[src/rtl/mult_pkg.sv]
`default_nettype none
// ============================================================================
//  Module      : mult_pkg
//  Description : Shared constants, helpers and stage-record types for the
//                pipelined multiplier.
//  Revision    : 1.0 - initial release
// ============================================================================
package mult_pkg;

    // Number of register stages between operand acceptance and product
    localparam int LATENCY = 3;

    // Full-width product size for a given operand width
    function automatic int prod_width(input int width);
        return 2 * width;
    endfunction

    // Control part of every stage record; tag and data widths depend on the
    // instantiating module and are added there.
    typedef struct packed {
        logic valid;
        logic is_signed;
    } stage_flags_t;

endpackage
`default_nettype wire

[src/rtl/prefix_adder.sv]
`default_nettype none
// ============================================================================
//  Module      : prefix_adder
//  Description : N-bit two-operand Kogge-Stone parallel-prefix adder.
//                Sum only, no carry-in, carry-out discarded.
//  Revision    : 1.0 - initial release
// ============================================================================
module prefix_adder
    import mult_pkg::*;
#(
    parameter int N = 16
)
(
    input  logic [N-1:0] i_a,
    input  logic [N-1:0] i_b,
    output logic [N-1:0] o_sum
);

    localparam int c_levels = (N > 1) ? $clog2(N) : 0;

    logic [N-1:0] w_g0;
    logic [N-1:0] w_p0;
    logic [N-1:0] w_g_final;

    // Bit-level generate / propagate
    assign w_g0 = i_a & i_b;
    assign w_p0 = i_a ^ i_b;

    // Prefix tree: each level doubles the span of every group signal.
    // Bits below the span pass through, bits whose lower neighbour group is
    // already complete use a grey cell (G only), the rest use black cells.
    for (genvar l = 0; l < c_levels; l++) begin : g_level
        localparam int c_dist = 1 << l;
        logic [N-1:0] w_g_in;
        logic [N-1:0] w_p_in;
        logic [N-1:0] w_g;
        logic [N-1:0] w_p;

        if (l == 0) begin : g_from_bits
            assign w_g_in = w_g0;
            assign w_p_in = w_p0;
        end else begin : g_from_prev
            assign w_g_in = g_level[l-1].w_g;
            assign w_p_in = g_level[l-1].w_p;
        end

        for (genvar i = 0; i < N; i++) begin : g_cell
            if (i < c_dist) begin : g_pass
                assign w_g[i] = w_g_in[i];
                assign w_p[i] = w_p_in[i];
            end else if (i < 2 * c_dist) begin : g_grey
                assign w_g[i] = w_g_in[i] | (w_p_in[i] & w_g_in[i-c_dist]);
                assign w_p[i] = w_p_in[i];
            end else begin : g_black
                assign w_g[i] = w_g_in[i] | (w_p_in[i] & w_g_in[i-c_dist]);
                assign w_p[i] = w_p_in[i] & w_p_in[i-c_dist];
            end
        end
    end

    if (c_levels == 0) begin : g_no_levels
        assign w_g_final = w_g0;
    end else begin : g_levels_done
        // Group propagate of the last level is not needed for the sum
        logic w_unused_p;
        assign w_g_final  = g_level[c_levels-1].w_g;
        assign w_unused_p = ^g_level[c_levels-1].w_p;
    end

    // Carry into bit i is the group generate of bits [i-1:0]
    if (N == 1) begin : g_single_bit
        logic w_unused_carry;
        assign o_sum          = w_p0;
        assign w_unused_carry = w_g_final[0];
    end else begin : g_multi_bit
        logic w_unused_carry;
        assign o_sum          = w_p0 ^ {w_g_final[N-2:0], 1'b0};
        assign w_unused_carry = w_g_final[N-1];
    end

endmodule
`default_nettype wire

[src/rtl/pipelined_multiplier.sv]
`default_nettype none
// ============================================================================
//  Module      : pipelined_multiplier
//  Description : Three-stage signed/unsigned array multiplier with
//                valid/ready handshakes. S1 partial products (Baugh-Wooley
//                in signed mode), S2 carry-save reduction, S3 prefix add.
//  Revision    : 1.0 - initial release
// ============================================================================
module pipelined_multiplier
    import mult_pkg::*;
#(
    parameter int WIDTH = 8,
    parameter int TAG_W = 4
)
(
    input  logic                    clk,
    input  logic                    rst,
    input  logic                    in_valid,
    output logic                    in_ready,
    input  logic                    in_signed,
    input  logic [WIDTH-1:0]        in_x,
    input  logic [WIDTH-1:0]        in_y,
    input  logic [TAG_W-1:0]        in_tag,
    output logic                    out_valid,
    input  logic                    out_ready,
    output logic [2*WIDTH-1:0]      out_p,
    output logic [TAG_W-1:0]        out_tag
);

    localparam int c_pw         = prod_width(WIDTH);
    localparam int c_rows       = WIDTH + 1;
    localparam int c_num_stages = 3;

    // Baugh-Wooley correction constants at columns WIDTH and 2*WIDTH-1
    localparam logic [c_pw-1:0] c_bw_const =
        (c_pw'(1) << WIDTH) | (c_pw'(1) << (c_pw - 1));

    // The stage registers below are the whole pipeline depth
    if (c_num_stages != LATENCY) begin : g_latency_mismatch
    end

    typedef struct packed {
        stage_flags_t           flags;
        logic [TAG_W-1:0]       tag;
        logic [c_rows*c_pw-1:0] data;
    } s1_t;

    typedef struct packed {
        stage_flags_t           flags;
        logic [TAG_W-1:0]       tag;
        logic [2*c_pw-1:0]      data;
    } s2_t;

    typedef struct packed {
        stage_flags_t           flags;
        logic [TAG_W-1:0]       tag;
        logic [c_pw-1:0]        data;
    } s3_t;

    s1_t r_s1, w_s1_next;
    s2_t r_s2, w_s2_next;
    s3_t r_s3, w_s3_next;

    logic                               w_stall;
    logic [c_rows-1:0][c_pw-1:0]        w_rows;
    logic [c_pw-1:0]                    w_csa_sum;
    logic [c_pw-1:0]                    w_csa_carry;
    logic [c_pw-1:0]                    w_final_sum;
    logic                               w_unused_flags;

    // ------------------------------------------------------------------
    // Flow control: the whole pipe freezes only when the product is held
    // ------------------------------------------------------------------
    assign w_stall   = r_s3.flags.valid & ~out_ready;
    assign in_ready  = ~w_stall;

    // ------------------------------------------------------------------
    // Partial products. In signed mode the terms pairing exactly one sign
    // bit are inverted; the sign*sign term keeps its polarity.
    // ------------------------------------------------------------------
    for (genvar j = 0; j < WIDTH; j++) begin : g_pp_row
        logic [WIDTH-1:0] w_bits;
        for (genvar i = 0; i < WIDTH; i++) begin : g_pp_col
            if ((i == WIDTH - 1) != (j == WIDTH - 1)) begin : g_sign_term
                assign w_bits[i] = (in_x[i] & in_y[j]) ^ in_signed;
            end else begin : g_plain_term
                assign w_bits[i] = in_x[i] & in_y[j];
            end
        end
        assign w_rows[j] = {{WIDTH{1'b0}}, w_bits} << j;
    end

    assign w_rows[WIDTH] = in_signed ? c_bw_const : '0;

    // ------------------------------------------------------------------
    // Carry-save reduction: a chain of 3:2 compressors folds the WIDTH+1
    // registered rows into one sum row and one carry row.
    // ------------------------------------------------------------------
    for (genvar k = 0; k < WIDTH - 1; k++) begin : g_csa
        logic [c_pw-1:0] w_a;
        logic [c_pw-1:0] w_b;
        logic [c_pw-1:0] w_c;
        logic [c_pw-1:0] w_s;
        logic [c_pw-1:0] w_cy;

        if (k == 0) begin : g_first
            assign w_a = r_s1.data[0    +: c_pw];
            assign w_b = r_s1.data[c_pw +: c_pw];
        end else begin : g_next
            assign w_a = g_csa[k-1].w_s;
            assign w_b = g_csa[k-1].w_cy;
        end

        assign w_c  = r_s1.data[(k+2)*c_pw +: c_pw];
        assign w_s  = w_a ^ w_b ^ w_c;
        // Carries out of the top column fall off the 2*WIDTH result
        assign w_cy = {(w_a[c_pw-2:0] & w_b[c_pw-2:0]) |
                       (w_a[c_pw-2:0] & w_c[c_pw-2:0]) |
                       (w_b[c_pw-2:0] & w_c[c_pw-2:0]), 1'b0};
    end

    assign w_csa_sum   = g_csa[WIDTH-2].w_s;
    assign w_csa_carry = g_csa[WIDTH-2].w_cy;

    // ------------------------------------------------------------------
    // Final carry-propagate add of the registered sum/carry rows
    // ------------------------------------------------------------------
    prefix_adder #(
        .N      (c_pw)
    ) u_final_add (
        .i_a    (r_s2.data[2*c_pw-1 -: c_pw]),
        .i_b    (r_s2.data[c_pw-1:0]),
        .o_sum  (w_final_sum)
    );

    // Next contents of every stage when the pipe advances
    always_comb begin
        w_s1_next                 = '0;
        w_s1_next.flags.valid     = in_valid & in_ready;
        w_s1_next.flags.is_signed = in_signed;
        w_s1_next.tag             = in_tag;
        w_s1_next.data            = w_rows;

        w_s2_next                 = '0;
        w_s2_next.flags           = r_s1.flags;
        w_s2_next.tag             = r_s1.tag;
        w_s2_next.data            = {w_csa_sum, w_csa_carry};

        w_s3_next                 = '0;
        w_s3_next.flags           = r_s2.flags;
        w_s3_next.tag             = r_s2.tag;
        w_s3_next.data            = w_final_sum;
    end

    // Stage registers: cleared by reset, frozen while stalled
    always_ff @(posedge clk or posedge rst) begin
        if (rst) begin
            r_s1 <= '0;
            r_s2 <= '0;
            r_s3 <= '0;
        end else if (!w_stall) begin
            r_s1 <= w_s1_next;
            r_s2 <= w_s2_next;
            r_s3 <= w_s3_next;
        end
    end

    assign out_valid = r_s3.flags.valid;
    assign out_p     = r_s3.data;
    assign out_tag   = r_s3.tag;

    // The mode flag travels with the operation but is consumed in S1
    assign w_unused_flags = r_s1.flags.is_signed ^ r_s2.flags.is_signed ^
                            r_s3.flags.is_signed;

endmodule
`default_nettype wire

[config.mk]
export PLATFORM = sky130hd
export DESIGN_NAME = pipelined_multiplier
export DESIGN_NICKNAME = d
export VERILOG_FILES = /design/src/rtl/mult_pkg.sv /design/src/rtl/prefix_adder.sv /design/src/rtl/pipelined_multiplier.sv
export SDC_FILE = /design/constraint.sdc
export NUM_CORES = 1
export LEC_CHECK = 0
export ABC_AREA = 1
export CORE_MARGIN = 8
export CORE_UTILIZATION = 56
export CTS_BUF_LIST = sky130_fd_sc_hd__clkbuf_4
export CTS_CLUSTER_DIAMETER = 40
export DETAILED_ROUTE_END_ITERATION = 12
export PLACE_DENSITY_LB_ADDON = 0.1
export SKIP_CTS_REPAIR_TIMING = 1
export SYNTH_ARGS = -nofsm -noshare
export SYNTH_HDL_FRONTEND = slang
export SYNTH_HIERARCHICAL = 1
export SYNTH_SLANG_ARGS = --single-unit
[constraint.sdc]
create_clock -name clk -period 4.2 [get_ports clk]
set_input_delay 0.84 -clock clk [delete_from_list [all_inputs] [get_ports clk]]
set_output_delay 0.84 -clock clk [all_outputs]
set_load 0.005 [all_outputs]
==> metrics.md <==
| Metric | Value |
|---|---|
| Mapped Cells | between 800 and 900 |
| DRT met1 WL | between 6 and 7 mm |
| VDD IR-drop max | about 0.00035 V |
| Max layer used | met4 |
| Register area | ~3000 um^2 |
| Max-slew headroom | approximately two fifths |
| Gpl congestion | approximately 0.86 |
| Synth top area share | a little over two fifths |
| Met3 Routed Length | ~750 um |
| Wire length of the first global-routing pass | between 20 and 30 mm |
| Crit. End Element | flop |
| Via density per instance | ~5 |
| CTS sink cnt | 120 |
| Gr ovfl total | 0 |
| Number of placed I/O pins | 47 |
| Multi-input gate area | approximately 3400 um^2 |
| Deepest clock path buffer count | 2 |
| CTS root buffer | clkbuf_4 |
| Worst-Skew Late Latency | approximately 0.55 ns |
| Crit path max-delay cell type | fa_1 |
| Class of the worst hold path | flop to flop |
| Yosys top cell by area | dfrtp_1 |
| Setup-failing EPs final | 0 |
| Final slew viol count | 0 |
| Max cap viols | 0 |
| Leak | between 4 and 5 nW |
| Fin area | between 7000 and 8000 um^2 |
| Vias in the first global route | roughly 5500 |
| Clk pin slew, worst setup/hold paths | around 0.10 ns |
| Core Box Area | about 12000 um^2 |
| Mapped Area | between 6000 and 7000 um^2 |
| Largest net degree at the start of global routing | 97 |
| Worst Path Arrival | between 4 and 5 ns |
| Worst-path fanout max | 2 |
| Top cells by area, synth | dfrtp_1, nand2_1, fa_1 |
| Number of fill cells | ~1000 |
| CP Class | flop to flop |
| Hold depth | 2 |
| Actual slew at the worst max-slew pin | between 0.8 and 0.9 ns |
| Met2 wire length | around 7 mm |
| Fin crit share | between 90 and 100% |
| Antenna violation net count after detailed routing | 0 |
| Yosys reg bits | between 100 and 150 |
| Power density over cell area | 732.9 nW/um^2 |
| Die Span Y | ~130 um |
| Die Area | ~16000 um^2 |
| WP data required | about 4.6 ns |
| Number of buffers created by CTS | 17 |
| Iteration-0 DRC Markers | between 300 and 400 |
| Drt total wl | 14.42 mm |
| Synth Warn # | 6 |
| Seq/Total Area, Yosys | 43.36% |
| Aggregate negative setup slack | 0 ns |
| RSZ-0062 raised after global routing | no |
| Initial antenna violation count | 1 |
| DR WL/cell | ~14 um |
| CP peak stage delay | 0.56 ns |
| Worst-path cell chain | fa_1 > fa_1 > fa_1 > fa_1 > fa_1 > inv_1 > fa_1 > inv_1 > fa_1 > nand2_1 > nand2_1 |
| Row count | 40 |
| Setup crit start kind | flop |
| Synth unique cells | 24 |
| Post-layout min period | roughly 4.0 ns |
| Gr usage total | around 20% |
| Starting Density | a little under three fifths |
| Pwr Total | 5.664 mW |
| Status | completed |
| Most used cell, CP | fa_1 |
| Ratio of cells with drive above 1 in the final layout | between 5 and 6% |
| CTS tree | yes |
| Vias | around 5300 |
| Number of port buffers | 46 |
| Max Clock Skew | 0.01450 ns |
| Remaining routing DRC violations | 0 |
| Pre-antenna DRT Iters | 5 |
| Die W | 127.2 um |
| Nets | between 900 and 1000 |
| Reg2Reg Depth | 11 |
| Synth Area per Inst | between 8 and 9 um^2 |
| Fmax | about 250 MHz |
| Hold Vio Cnt, Final | 0 |
| CTS H-tree lvls | 4 |
| Placed cell areas | about 7500 um^2 |
| DPL Wire Length | approximately 10 mm |
| Synthesis-to-layout area growth | 11.60% |
==> worst max-delay path: cells and delay by family (launching register included) <==
family | cells | cell delay [ns]
simple gates | 2 | 0.13
flops | 1 | 0.41
buf+inv | 2 | 0.13
fa+ha+maj | 7 | 3.20
==> cell type report <==
cell class	instances	share of cell area (%)
tap	168	2.720
sequential	120	38.85
clock inverter	11	1.376
inverter	91	4.468
antenna	1	0.03238
timing repair buffer	50	6.508
multi-input combinational	588	44.00
clock buffer	21	2.040
==> registers in the layout, summed over array words and instances, names as in the netlist <==
register	flops
g_csa.w_c	49
out_tag	4
r_s1	5
out_valid	1
g_csa.w_a	8
out_p	16
g_csa.w_b	8
r_s2	29
==> cell usage after synthesis, drive strengths merged <==
master and instances:
a21oi 8, buf 28, clkbuf 15, conb 1, dfrtp 120, fa 43
ha 29, inv 91, nand2 372, nand3 90, nand4 1, nor2 8
nor3 3, o21ai 17, xnor2 1, xor2 7
==> worst paths after layout <==
path / slack, ns / end / start
worst max register to register: 0.23 / r_s2[24]$_DFFE_PP0N_ / g_csa[0].w_a[7]$_DFFE_PP0N_
worst min-delay path: 0.48 / out_valid$_DFFE_PP0N_ / r_s2[37]$_DFFE_PP0N_
min in group asynchronous: 0.77 / out_tag[2]$_DFFE_PP0N_ / rst
max in group asynchronous: 2.63 / g_csa[3].w_c[5]$_DFFE_PP0N_ / rst
worst max-delay path: 0.23 / r_s2[24]$_DFFE_PP0N_ / g_csa[0].w_a[7]$_DFFE_PP0N_
worst min register to register: 0.48 / out_valid$_DFFE_PP0N_ / r_s2[37]$_DFFE_PP0N_
==> logic make-up (layout without fill, tap and decap cells) <==
logic type	Yosys count	in the layout	share of synthesized area [%]
other	1	10	0.05415
XOR/XNOR	8	8	1.012
buffers and inverters	134	173	8.040
AND/OR/NAND/NOR	474	474	27.95
AO/OA/AOI/OAI	25	25	1.915
adder cells (fa/ha/maj)	72	72	17.67
flip-flops	120	120	43.36
==> metrics by stage <==
step           std cells  hold slack, ns  worst slack, ns  util, %
6_report            1050          0.4755           0.2308    64.08
3_5_place_dp        1017          0.4420           0.2488    61.87
4_1_cts             1049          0.4813           0.2306    64.06
2_1_floorplan        842          0.4196           0.1742        -
3_3_place_gp        1017          0.4386           0.2927    61.87
5_1_grt             1050          0.5045          0.09828    64.08
==> where the power goes <==
part	internal, mW	total, mW	switching (mW)
clock	0.369	0.793	0.424
sequential	1.53	1.74	0.209
combinational	1.35	3.14	1.79
total	3.24	5.66	2.42
==> layout by cell type (no fill, tap or decap), drive strengths merged <==
cell type	count
nand2	372
a21oi	8
clkbuf	21
inv	90
diode	1
nand4	1
ha	29
xnor2	1
conb	9
buf	4
clkdlybuf4s50	46
o21ai	17
nor3	3
nor2	8
xor2	7
fa	43
dfrtp	120
bufinv	2
clkinv	8
nand3	90
clkinvlp	2
==> metal layers <==
metal | vias up | global-route usage [%]
li1 | 2614 | -
met1 | 2503 | 23.93
met2 | 139 | 32.26
met3 | 31 | 5.408
met4 | 0 | 8.258
met5 | - | 0
(Power assumes the default switching activity.)
==> RTL edit 1 (same settings) <==
The parameter `TAG_W` goes from 4 to 3.
--- a/src/rtl/pipelined_multiplier.sv
+++ b/src/rtl/pipelined_multiplier.sv
@@ -12,3 +12,3 @@
     parameter int WIDTH = 8,
-    parameter int TAG_W = 4
+    parameter int TAG_W = 3
 )
Interface: changed (resized in_tag and out_tag); port bits go from 47 to 45. The function was not compared with the original's and may differ.
==> RTL edit 1 against the original RTL <==
  * Design area shrank 1.4%
  * Sequential share of layout area shrank 0.45 points
  * Combinational power shrank 3%
  * Utilization shrank 0.61 points
  * Wire length shrank 4.9%
  * Setup slack gained 40 ps
  * Clock skew grew 1.5 ps
  * Die area shrank 0.75%
  * Power shrank 1.1%
  * Critical path depth is the same
  * Sequential cell count shrank 3
  * Global-route usage shrank 1.5 points
  * Area after synthesis shrank 0.85%
  * Largest cell class unchanged
  * Largest power group unchanged
==> RTL edit 1: results (changes against the original RTL) <==
Result of the run: finished clean (unchanged). The actual transition at the worst max-transition pin came out at 1060 ps (was 885.9 ps). The origin of the worst min-delay path is out_p[10] (was r_s2[37]). The sink of the worst hold path is out_p[10] (was out_valid). The detail-routed via count per cell is 5.123 (was 5.035). The setup skew after layout came out at 15.98 ps (was 14.50 ps). The total track usage came out at 0.1810 (was 0.1963).

Ranking of synthesized cells by area: dfrtp_1 (43%), nand2_1 (20%), fa_1 (13%) (was dfrtp_1 (43%), nand2_1 (20%), fa_1 (12%)). The multi-input gate share of total cell area is 0.4423 (was 0.4400). The multi-input combinational cell count is 581 (was 588).

The met3 routing resource usage after global routing came to 0.04273 (was 0.05408). The routed length per placed instance was 13.51 um (was 13.74 um). The number of sinks on the clock net is 117 (was 120). The global-route wire length before repair is 23590 um (was 25520 um). The combinational cell power came out at 0.00304 W (was 0.00314 W). The number of placed instances with taps included is 982 (was 1017). The final critical-path required period is 3929 ps (was 3969 ps). The cell area after placement came out at 7312 um2 (was 7462 um2). The tap cell instance count came out at 147 (was 168). The final-stage net count came out at 950 (was 965).

The peak ir drop on the vdd network came out at 0.3125 mV (was 0.3498 mV). The worst setup slack before clock tree synthesis came out at 271.8 ps (was 248.8 ps). The fill cell total of the finished layout came out at 1079 (was 1043). The average size of a mapped cell is 8.343 um2 (was 8.304 um2). The detailed placer's ending HPWL came out at 9583 um (was 10140 um). The placer's final routability congestion estimate came out at 0.8479 (was 0.8603).

The fraction of final layout cells with drive strength greater than 1 came out at 0.06228 (was 0.05789). The area share of buffers outside the clock network is 0.06401 (was 0.06508). The met2 demand-to-capacity share in global routing came out at 0.3003 (was 0.3226). The clock-cell share of area is 0.04054 (was 0.03416). Post-synth top cells: nand2_1 (360), dfrtp_1 (117), nand3_1 (89) (was nand2_1 (365), dfrtp_1 (120), nand3_1 (89)).

The met3 wirelength from detailed routing came out at 637 um (was 753 um). The via count of the first global-routing pass is 5085 (was 5484). The number of clock buffer instances in the layout is 17 (was 21). The net switching power of the design is 0.002368 W (was 0.002421 W). The number of distinct library cells after synthesis came out at 26 (was 24). The maximum number of pins on one net before global-route repair is 113 (was 97).

The flip-flop and latch share of the layout cell area came to 0.3840 (was 0.3885). The non-clock buffer instance count of the final layout came out at 47 (was 50).
RTL edit 1: changes by cell type after synthesis:
cell,before,now
o21ai_0,16,13
o21ai_1,0,1
buf_2,16,15
buf_4,7,3
inv_2,4,6
clkbuf_1,15,12
nand2_4,0,1
dfrtp_1,120,117
nand2_1,365,360
nand2_2,7,6
inv_1,87,84
buf_6,1,9
RTL edit 1: logic make-up (layout without fill, tap and decap cells):
family | Yosys count | count (layout) | synth area share
flops | 117 | 117 | 0.4264
buf+inv | 133 | 169 | 0.08692
fa+ha+maj | 72 | 72 | 0.1782
compound gates | 23 | 23 | 0.01786
other cells | 1 | 10 | 0.0005461
simple gates | 469 | 469 | 0.2799
xor+xnor | 8 | 8 | 0.01020
RTL edit 1: worst reg2reg max path, delay by kind of cell (launching register included):
family / cells / cell delay [ps]
buffers and inverters: 2 / 130
adder cells (fa/ha/maj): 7 / 3170
AND/OR/NAND/NOR: 2 / 130
flip-flops: 1 / 410
==> RTL edit 2 (same settings) <==
Without the edit above. Make the reset (`rst`) synchronous in one clocked block.
--- a/src/rtl/pipelined_multiplier.sv
+++ b/src/rtl/pipelined_multiplier.sv
@@ -155,3 +155,3 @@
     // Stage registers: cleared by reset, frozen while stalled
-    always_ff @(posedge clk or posedge rst) begin
+    always_ff @(posedge clk) begin
         if (rst) begin
Formal check against the unedited RTL: not equivalent (a bounded check fails within 4 cycles, from zero or initial values and one cycle with rst high; the reset may be asserted at any time).
==> RTL edit 2 against the original RTL <==
  * Via count grew 3.9%
  * Clock skew grew 3.1 ps
  * Wire length grew 2.4%
  * Fmax grew 2.2%
  * Setup slack gained 85 ps
  * Area after synthesis shrank 3.3%
  * Design area shrank 4.7%
  * Count of clock-buffer cells in the layout shrank 2
  * Sequential cell count is the same
  * Cell count grew 0.48%
  * Highest routed layer unchanged
Power is not compared: it rests on default switching activity, and its combinational part moved more than twofold at a synthesized area within 25%.
==> RTL edit 2: results (changes against the original RTL) <==
The origin of the worst min-delay path is r_s2[37] (unchanged). The sequential share of the synthesized area came out at 0.3587 (was 0.4336). The total inserted antenna cells came out at 0 (was 1). The first-pass iteration count of the detailed router is 4 (was 5). The final-layout worst hold slack came out at 488.3 ps (was 475.5 ps). The synthesized-area fraction occupied by xor and xnor cells is 0.01046 (was 0.01012). The buffer levels on the longest clock path is 2 (unchanged).

The final routed wirelength across all metal layers is 14770 um (was 14420 um). The maximum number of pins on one net before global-route repair is 120 (was 97). The via count of the first global-routing pass is 5414 (was 5484). The kind of critical path is register to register (unchanged).

The fill cell total of the finished layout is 1129 (was 1043). The global-route track usage on met1 is 0.2345 (was 0.2393). The setup skew after layout came to 17.63 ps (was 14.50 ps).

The number of distinct library cells after synthesis came to 27 (was 24). The detail-routed via count per cell is 5.209 (was 5.035). The data arrival time of the critical path is 4340 ps (was 4400 ps). The fraction of final layout cells with drive strength greater than 1 is 0.05507 (was 0.05789). The detailed-routed wire length on met2 is 7219 um (was 6979 um).

Summed over all cells, the static leakage comes to 3.440 nW. The top flip-flop cell by instance count after synthesis is dfxtp_1 (was dfrtp_1). The number of buffers created by CTS is 17 (unchanged).

The proportion of synthesized flip-flops having asynchronous set or reset came out at 0 (was 1.000). The critical register-to-register path endpoint is r_s2[24] (unchanged). The detailed placer's ending HPWL is 10030 um (was 10140 um). The sink of the worst hold path is out_valid (unchanged). The share of the synthesized area in compound gates (AO/OA/AOI/OAI) came out at 0.1342 (was 0.01915). The start of the worst register-to-register path is g_csa[0].w_a[7] (unchanged). The total track usage is 0.1960 (was 0.1963).

The met3 wirelength from detailed routing came out at 771 um (was 753 um). The placer's final routability congestion estimate was 0.7990 (was 0.8603). The final cell count without fillers is 1055 (was 1050). Ranking of synthesized cells by area: dfxtp_1 (36%), fa_1 (13%), nor2_1 (9.5%) (was dfrtp_1 (43%), nand2_1 (20%), fa_1 (12%)). Post-synth top cells: nor2_1 (170), nand2_1 (131), dfxtp_1 (120) (was nand2_1 (365), dfrtp_1 (120), nand3_1 (89)). Result of the run: finished clean (unchanged). The number of antenna violations at the first check in global routing was 0 (was 1). The global-route wire length before repair came out at 25300 um (was 25520 um). The final-stage net count is 993 (was 965). The worst reg-to-reg setup slack is 320 ps (was 230 ps). The worst setup slack before clock tree synthesis came to 314.6 ps (was 248.8 ps).

The sum of routed wire segments on met1 came out at 6622 um (was 6301 um). The number of placed instances with taps included is 1024 (was 1017). The actual transition at the worst max-transition pin came out at 1056 ps (was 885.9 ps). The cell count after synthesis came out at 879 (was 834).

The adder-cell share of the synthesized area was 0.1827 (was 0.1767). The violation count after the first detailed-routing iteration is 454 (was 377). The cell area after placement is 7091 um2 (was 7462 um2). The met2 demand-to-capacity share in global routing came out at 0.3346 (was 0.3226). The met3 routing resource usage after global routing is 0.05482 (was 0.05408). The depth of the CTS H-tree came out at 4 (unchanged). The post-route fraction of the period consumed by the critical path came out at 0.9249 (was 0.9450).
[RTL edit 2: cell types whose count changed after synthesis, moves of 17 or more]
cell	unedited run	this run
nand2_1	365	131
nor2_1	8	170
dfrtp_1	120	0
dfxtp_1	0	120
o21ai_0	16	105
a21oi_1	7	71
nand3_1	89	39
clkbuf_1	15	32
[RTL edit 2: power by group]
group | total (W) | switching (W) | internal [W]
Clock | 0.000836 | 0.000425 | 0.000411
Combinational | 0.00100 | 0.000559 | 0.000442
Sequential | 0.00135 | 0.0000781 | 0.00128
Total | 0.00319 | 0.00106 | 0.00213
[RTL edit 2: final cells by class]
type / instances / area [um2] / share of cell area
Multi-Input combinational cell: 620 / 3666 / 0.4976
Sequential cell: 120 / 2402 / 0.3261
Timing Repair Buffer: 49 / 508.0 / 0.06895
Inverter: 88 / 330.3 / 0.04484
Tap cell: 147 / 183.9 / 0.02497
Clock buffer: 19 / 142.6 / 0.01936
Clock inverter: 12 / 133.9 / 0.01817
